File: src/rtl/cv32e40x_pkg.sv
// Shared types and constants for the prefetch controller slice.
package cv32e40x_pkg;

   typedef enum logic {
      IDLE        = 1'b0,
      BRANCH_WAIT = 1'b1
   } prefetch_state_e;

   localparam logic [31:0] PREFETCH_ADDR_INCR  = 32'd4;
   localparam int          PREFETCH_DROP_CNT_W = 16;

endpackage

File: src/rtl/cv32e40x_prefetch_txn_counter.sv
// Outstanding-transaction counter and flush counter for the prefetch controller.
// drop_o marks a response that belongs to an abandoned stream.
module cv32e40x_prefetch_txn_counter #(
   parameter int CNT_W = 2
) (
   input  logic             clk,
   input  logic             rst_n,
   input  logic             inc_i,
   input  logic             dec_i,
   input  logic             load_i,
   output logic [CNT_W-1:0] out_cnt_o,
   output logic [CNT_W-1:0] flush_cnt_o,
   output logic             drop_o
);

   logic [CNT_W-1:0] out_cnt_q, out_cnt_d;
   logic [CNT_W-1:0] flush_cnt_q, flush_cnt_d;

   always_comb begin
      out_cnt_d = out_cnt_q;
      if (inc_i && !dec_i)
         out_cnt_d = out_cnt_q + CNT_W'(1);
      else if (dec_i && !inc_i)
         out_cnt_d = out_cnt_q - CNT_W'(1);
   end

   // An accept in the branch cycle is new-stream work, so only old out_cnt_q is loaded.
   always_comb begin
      flush_cnt_d = flush_cnt_q;
      if (load_i)
         flush_cnt_d = out_cnt_q - CNT_W'(dec_i);
      else if (dec_i && flush_cnt_q != '0)
         flush_cnt_d = flush_cnt_q - CNT_W'(1);
   end

   assign drop_o = dec_i && (load_i || flush_cnt_q != '0);

   always_ff @(posedge clk or negedge rst_n) begin
      if (!rst_n) begin
         out_cnt_q   <= '0;
         flush_cnt_q <= '0;
      end else begin
         out_cnt_q   <= out_cnt_d;
         flush_cnt_q <= flush_cnt_d;
      end
   end

   assign out_cnt_o   = out_cnt_q;
   assign flush_cnt_o = flush_cnt_q;

endmodule

File: src/rtl/cv32e40x_prefetch_controller.sv
// Prefetch fetch-address sequencer with FIFO/outstanding throttling and branch flush.
// Optional dropped-response counter built when CV32E40X_PREFETCH_PERF_EN is defined.
module cv32e40x_prefetch_controller
   import cv32e40x_pkg::*;
#(
   parameter int DEPTH           = 2,
   parameter int MAX_OUTSTANDING = 2
) (
   input  logic                           clk,
   input  logic                           rst_n,
   input  logic                           fetch_enable_i,
   input  logic                           branch_i,
   input  logic [31:0]                    branch_addr_i,
   input  logic [$clog2(DEPTH+1)-1:0]     fifo_cnt_i,
   output logic                           trans_valid_o,
   input  logic                           trans_ready_i,
   output logic [31:0]                    trans_addr_o,
   input  logic                           resp_valid_i,
   output logic                           fifo_push_o,
   output logic                           fifo_flush_o,
   output logic                           one_txn_pend_n_o,
   output logic                           busy_o,
   output logic [PREFETCH_DROP_CNT_W-1:0] flush_drop_cnt_o
);

   localparam int CNT_W = $clog2(MAX_OUTSTANDING+1);

   prefetch_state_e  state_q, state_d;
   logic [31:0]      addr_q, addr_d, branch_tgt;
   logic [CNT_W-1:0] out_cnt_q, flush_cnt_q;
   logic             accept, ok, below_max, drop;

   assign branch_tgt = branch_addr_i & ~32'h3;
   assign below_max  = int'(out_cnt_q) < MAX_OUTSTANDING;
   assign ok         = (int'(out_cnt_q) - int'(flush_cnt_q) + int'(fifo_cnt_i)) < DEPTH
                       && below_max;
   assign accept     = trans_valid_o && trans_ready_i;

   always_ff @(posedge clk or negedge rst_n) begin
      if (!rst_n) begin
         state_q <= IDLE;
         addr_q  <= '0;
      end else begin
         state_q <= state_d;
         addr_q  <= addr_d;
      end
   end

   always_comb begin
      state_d = state_q;
      addr_d  = addr_q;
      if (branch_i) begin
         addr_d  = accept ? branch_tgt + PREFETCH_ADDR_INCR : branch_tgt;
         state_d = accept ? IDLE : BRANCH_WAIT;
      end else if (accept) begin
         addr_d  = addr_q + PREFETCH_ADDR_INCR;
         state_d = IDLE;
      end
   end

   // While waiting on a redirect the FIFO has already been flushed, so occupancy is ignored.
   always_comb begin
      trans_valid_o = 1'b0;
      case (state_q)
         IDLE:        trans_valid_o = fetch_enable_i && ok;
         BRANCH_WAIT: trans_valid_o = fetch_enable_i && below_max;
         default:     trans_valid_o = 1'b0;
      endcase
      trans_addr_o = branch_i ? branch_tgt : addr_q;
   end

   cv32e40x_prefetch_txn_counter #(.CNT_W(CNT_W)) txn_counter_i (
      .clk         (clk),
      .rst_n       (rst_n),
      .inc_i       (accept),
      .dec_i       (resp_valid_i),
      .load_i      (branch_i),
      .out_cnt_o   (out_cnt_q),
      .flush_cnt_o (flush_cnt_q),
      .drop_o      (drop)
   );

   assign fifo_push_o      = resp_valid_i && !drop;
   assign fifo_flush_o     = branch_i;
   assign one_txn_pend_n_o = (out_cnt_q == '0);
   assign busy_o           = (out_cnt_q != '0) || (state_q == BRANCH_WAIT);

`ifdef CV32E40X_PREFETCH_PERF_EN
   logic [PREFETCH_DROP_CNT_W-1:0] drop_cnt_q, drop_cnt_d;

   always_comb begin
      drop_cnt_d = drop_cnt_q;
      if (drop && drop_cnt_q != '1)
         drop_cnt_d = drop_cnt_q + PREFETCH_DROP_CNT_W'(1);
   end

   always_ff @(posedge clk or negedge rst_n) begin
      if (!rst_n) drop_cnt_q <= '0;
      else        drop_cnt_q <= drop_cnt_d;
   end

   assign flush_drop_cnt_o = drop_cnt_q;
`else
   assign flush_drop_cnt_o = '0;
`endif

   a_out_max:   assert property (@(posedge clk) disable iff (!rst_n)
                                 int'(out_cnt_q) <= MAX_OUTSTANDING);
   a_flush_le:  assert property (@(posedge clk) disable iff (!rst_n)
                                 flush_cnt_q <= out_cnt_q);
   a_resp_pend: assert property (@(posedge clk) disable iff (!rst_n)
                                 !(resp_valid_i && out_cnt_q == '0));
   a_addr_algn: assert property (@(posedge clk) disable iff (!rst_n)
                                 trans_addr_o[1:0] == 2'b00);

endmodule

File: config.mk
export PLATFORM = sky130hd
export DESIGN_NAME = cv32e40x_prefetch_controller
export DESIGN_NICKNAME = d
export VERILOG_FILES = /design/src/rtl/cv32e40x_pkg.sv /design/src/rtl/cv32e40x_prefetch_txn_counter.sv /design/src/rtl/cv32e40x_prefetch_controller.sv
export SDC_FILE = /design/constraint.sdc
export NUM_CORES = 1
export LEC_CHECK = 0
export CAP_MARGIN = 10
export CORE_MARGIN = 2
export CORE_UTILIZATION = 45
export DETAILED_ROUTE_END_ITERATION = 12
export GPL_ROUTABILITY_DRIVEN = 1
export GPL_TIMING_DRIVEN = 0
export PLACE_DENSITY_LB_ADDON = 0.08
export SYNTH_ARGS = -nofsm -noshare
export SYNTH_HDL_FRONTEND = slang
export SYNTH_SLANG_ARGS = --single-unit
File: constraint.sdc
create_clock -name clk -period 3.7 [get_ports clk]
set_input_delay 0.555 -clock clk [delete_from_list [all_inputs] [get_ports clk]]
set_output_delay 0.555 -clock clk [all_outputs]
set_load 0.01 [all_outputs]
==> results of run 1 <==
-- metal layers --
layer | up-vias | GRT usage, % | part of all wire [%] | routed length (um)
met4 | 0 | 6.282 | 1.4 | 136
met5 | - | 0 | 0 | 0
met3 | 14 | 4.090 | 7.7 | 731
li1 | 1597 | - | - | -
met1 | 1563 | 31.36 | 45 | 4239
met2 | 142 | 38.87 | 46 | 4397
-- state kept, by name, summed over array words and instances, names as in the netlist --
signal and flops:
txn_counter_i.flush_cnt_o 2, state_q 1, txn_counter_i.out_cnt_o 2, addr_q 30
-- worst min path at each step --
stage / from / to / slack (ns) / cells after the start
floorplan: rst_n / addr_q[10] / 0.26 / 0
global placement: state_q / state_q / 0.54 / 2
detailed placement: state_q / state_q / 0.56 / 2
CTS: rst_n / addr_q[10] / 0.39 / 1
global route: rst_n / state_q / 0.43 / 1
finish: rst_n / addr_q[10] / 0.36 / 1
-- worst reg2reg max path, stage by stage, from the launching register on --
cell and delay [ns]:
dfrtp_1 0.40, inv_2 0.08, ha_1 0.14, inv_1 0.05, fa_1 0.52, fa_2 0.38
xor2_1 0.21, a221oi_2 0.12, buf_4 0.16, nor4_1 0.95, a41o_1 0.29, o311ai_0 0.12
-- cell type report --
type / count / share of cell area [%]
Clock buffer: 6 / 1.857
Tap cell: 99 / 2.786
Buffer: 42 / 5.656
Timing Repair Buffer: 75 / 16.43
Clock inverter: 2 / 0.7878
Multi-Input combinational cell: 323 / 51.94
Sequential cell: 35 / 19.70
Inverter: 10 / 0.8441
-- stage by stage --
step           area [um^2]  hold WS, ns  cells
2_1_floorplan         3450       0.2594    411
3_3_place_gp          4284       0.5432    581
3_5_place_dp          4279       0.5568    581
4_1_cts               4438       0.3884    592
5_1_grt               4447       0.4350    592
6_report              4447       0.3636    592
-- where the power goes --
group | switching, mW | total (mW) | internal [mW] | leakage (nW)
combinational | 0.505 | 0.970 | 0.465 | 1.27
clock | 0.152 | 0.370 | 0.218 | 0.0612
sequential | 0.0752 | 0.528 | 0.453 | 0.411
total | 0.733 | 1.87 | 1.14 | 1.74
-- placed cells by master (no fill, tap or decap), types with 3 or more instances in the layout --
cell type,instances
a21o_1,6
xor2_1,15
clkbuf_1,18
mux2i_1,24
nor3b_1,3
xnor2_1,32
inv_1,9
nor2b_1,12
o211ai_1,6
nor2_1,18
o21ai_0,4
and4_1,8
or4_1,5
nand4_1,22
buf_4,23
ha_1,7
conb_1,18
nor4_1,21
clkbuf_8,7
clkdlybuf4s50_1,69
nand3_1,22
and3_1,10
nand2_1,27
dfrtp_1,35
o311ai_0,4
nor3_1,9
mux2_2,20
a31o_2,4
nand2b_1,5
and2_1,3
-- logic make-up (layout without fill, tap and decap cells) --
logic type / count (synthesis) / count (layout) / share of synthesized area, %
compound gates: 30 / 30 / 6.689
buf+inv: 53 / 135 / 8.056
xor+xnor: 47 / 47 / 12.16
fa+ha+maj: 9 / 9 / 3.769
other cells: 1 / 18 / 0.1108
mux: 45 / 45 / 14.41
flops: 35 / 35 / 25.87
simple gates: 174 / 174 / 28.94
-- what timing repair did --
item	in CTS	in global routing
buffers inserted	3	1
endpoints found under the setup margin	13	3
pin swaps	1	2
cloned	0	0
resized for setup	7	6
hold buffers	0	0
==> results.md, run 1 <==
Floorplanning:
- After floorplanning, the core was sized to cover 7253 um^2.
- For this configuration, the core starts out at a cell density of 46.68%.
- The area of the die is 8234 um^2.
- The die span in y is 90.74 um.
- In this run the count of I/O pins placed on the die edge is 93.
- The number of core rows is 31.
- The die is 90.74 um wide.

Clock tree:
- TritonCTS built the clock tree.
- The maximum level of the CTS H-tree is 2.
- The buffer levels on the longest clock path is 2.
- Clock latency on the worst-skew pair, taken at its later pin, is 0.30 ns.
- The clock slew at the register clock pins of the worst setup and hold paths is 0.08 ns.
- Clock tree synthesis inserted a total of 5 buffers.
- The clock net in this run drives a total of 35 sinks.
- CTS placed an instance of clkbuf_8 at the clock tree root.

Worst setup path:
- The kind of cell with the highest combined delay along the critical path is adder cells.
- The endpoint identified for the worst register-to-register timing path is addr_q[31].
- The flop-to-flop setup slack is 0.13 ns.
- For the worst setup path, the data required time is 3.86 ns.
- The biggest cell delay along the critical path is 0.95 ns.
- The startpoint identified for the worst register-to-register timing path is txn_counter_i.out_cnt_o[0].
- The maximum fanout along the worst path is 4.
- The number of buffers and inverters on the critical path is 3.
- STA classifies the critical path endpoint as a flip-flop.
- STA classifies the critical path startpoint as a flip-flop.
- The largest individual stage delay along the critical path comes from the cell nor4_1.
- In this run the worst setup path begins at txn_counter_i.out_cnt_o[0].
- The end of the critical path is addr_q[31].
- The classification of the worst setup path is flip-flop to flip-flop.
- The critical path goes through inv_2 > ha_1 > inv_1 > fa_1 > fa_2 > xor2_1 > a221oi_2 > buf_4 > nor4_1 > a41o_1 > o311ai_0.
- Measured in cells, the most critical reg-to-reg path has a length of 11.
- For the worst setup path, the data arrival time is 3.72 ns.
- Counting buffers and inverters, the worst setup path is 11 cells deep.

Timing:
- The worst relative slew slack is 23.96%.
- The clock period could shrink to 3.566 ns.
- Setup repair after global routing left no endpoint under its margin.
- At the pin with the least slew margin, the transition time is 1.130 ns.
- The total negative slack for setup checks is 0 ns.
- The final number of hold-violating endpoints is 0.
- Dividing the final minimum period by the clock period gives 96.37%.
- The worst clock skew is 0.009258 ns.
- Setup violations remaining at the end of the flow were counted as 0.
- The smallest setup slack after layout is 0.1342 ns.
- The max-slew violation total from the final report came to 0.
- Derived from the worst setup path, the maximum achievable clock frequency is 280.4 MHz.

Worst hold path:
- In this run the worst hold path is classified as input pin to asynchronous set/reset pin.

Yosys:
- The Yosys warning count is 0.
- The dominant cell type by area after synthesis is dfrtp_1.
- The cell area that synthesis handed to floorplanning was 3386 um^2.
- For this run, asynchronously set or reset flops after synthesis account for 100.0%.
- The average size of a mapped cell is 8.593 um^2.
- Ranked by total cell area, the synthesized netlist is headed by dfrtp_1, xnor2_1, mux2i_1.
- The top cell type's share of synthesized area is 25.87%.
- The most repeated cell in the gate-level netlist after synthesis is dfrtp_1.
- The cell count after synthesis came out at 394.
- The part of the Yosys area used for sequential elements is 25.87%.
- In this run, synthesis inferred 0 flip-flops with an integrated enable.
- The post-synthesis cell type count is 44.
- By count the netlist is led by dfrtp_1, xnor2_1, nand2_1.
- The flip-flop cell with the highest count after synthesis is dfrtp_1.
- The synthesized design contains 35 register bits.

Detailed routing:
- The detailed router finished its first iteration with 226 violations.
- Before antenna repair, the detailed router went through 5 iterations.
- The sum of routed wire length over all layers is 9504 um.
- For this run, design rule violations remaining after detail routing come to 0.
- The routed via count divided by cell count is 5.601.
- The count of nets left with antenna violations after detail routing is 0.
- The via count is 3316.
- The routed wirelength normalized by instance count is 16.05 um.

Cells and area:
- After filler insertion, the fill cell instance count of the layout stands at 678.
- The fraction of final layout cells with drive strength greater than 1 is 13.18%.
- The repair_antennas step left the layout with diodes totalling 0.
- The layout net count is 541.
- The area growth from synthesis to layout is 31.34%.
- The utilization after layout is 61.31%.
- The multi-input combinational cells in the finished layout cover a total of 2310 um^2.
- The sequential cell area is 875.8 um^2.

Power and ir drop:
- For this design the ratio of total power to cell area is 420.2 nW/um^2.
- VDD sags by at most 0.3067 mV.
- The analysis attributes to cell leakage a power of 1.738 nW.
- The completed layout was analyzed and its total power is 1.869 mW.

Global route:
- The number of antenna violations at the first check in global routing came to 0.
- The total grt overflow is 0.
- The first global-routing pass estimated 15790 um of wire.
- The number of global-route vias before repair is 3188.
- The pin count of the biggest net entering global routing is 36.
- The global router's overall resource usage is 23.41%.

Status:
- The run finished with clean final reports.

Place:
- The post-DP HPWL is 7151 um.
- OpenSTA, run right after detailed placement, puts the worst setup slack at -0.7387 ns.
- Input and output buffers added on the ports amount to 71.
- The weighted congestion at the end of routability-driven global placement is 0.8641.

Flow run:
- The number of max-capacitance violations reported is 0.
Note: power is estimated with default switching activity, not from simulation.
==> run 2: changes to the inputs <==
Settings changed: HOLD_SLACK_MARGIN set to 0.02.
==> results of run 2 <==
No change in the layout: final DEF, timing and power equal those of run 1.
==> run 3: changes to the inputs <==
Settings changed: HOLD_SLACK_MARGIN 0.02 to 0.03.
==> results of run 3 <==
No change in the layout: final DEF, timing and power equal those of run 1.
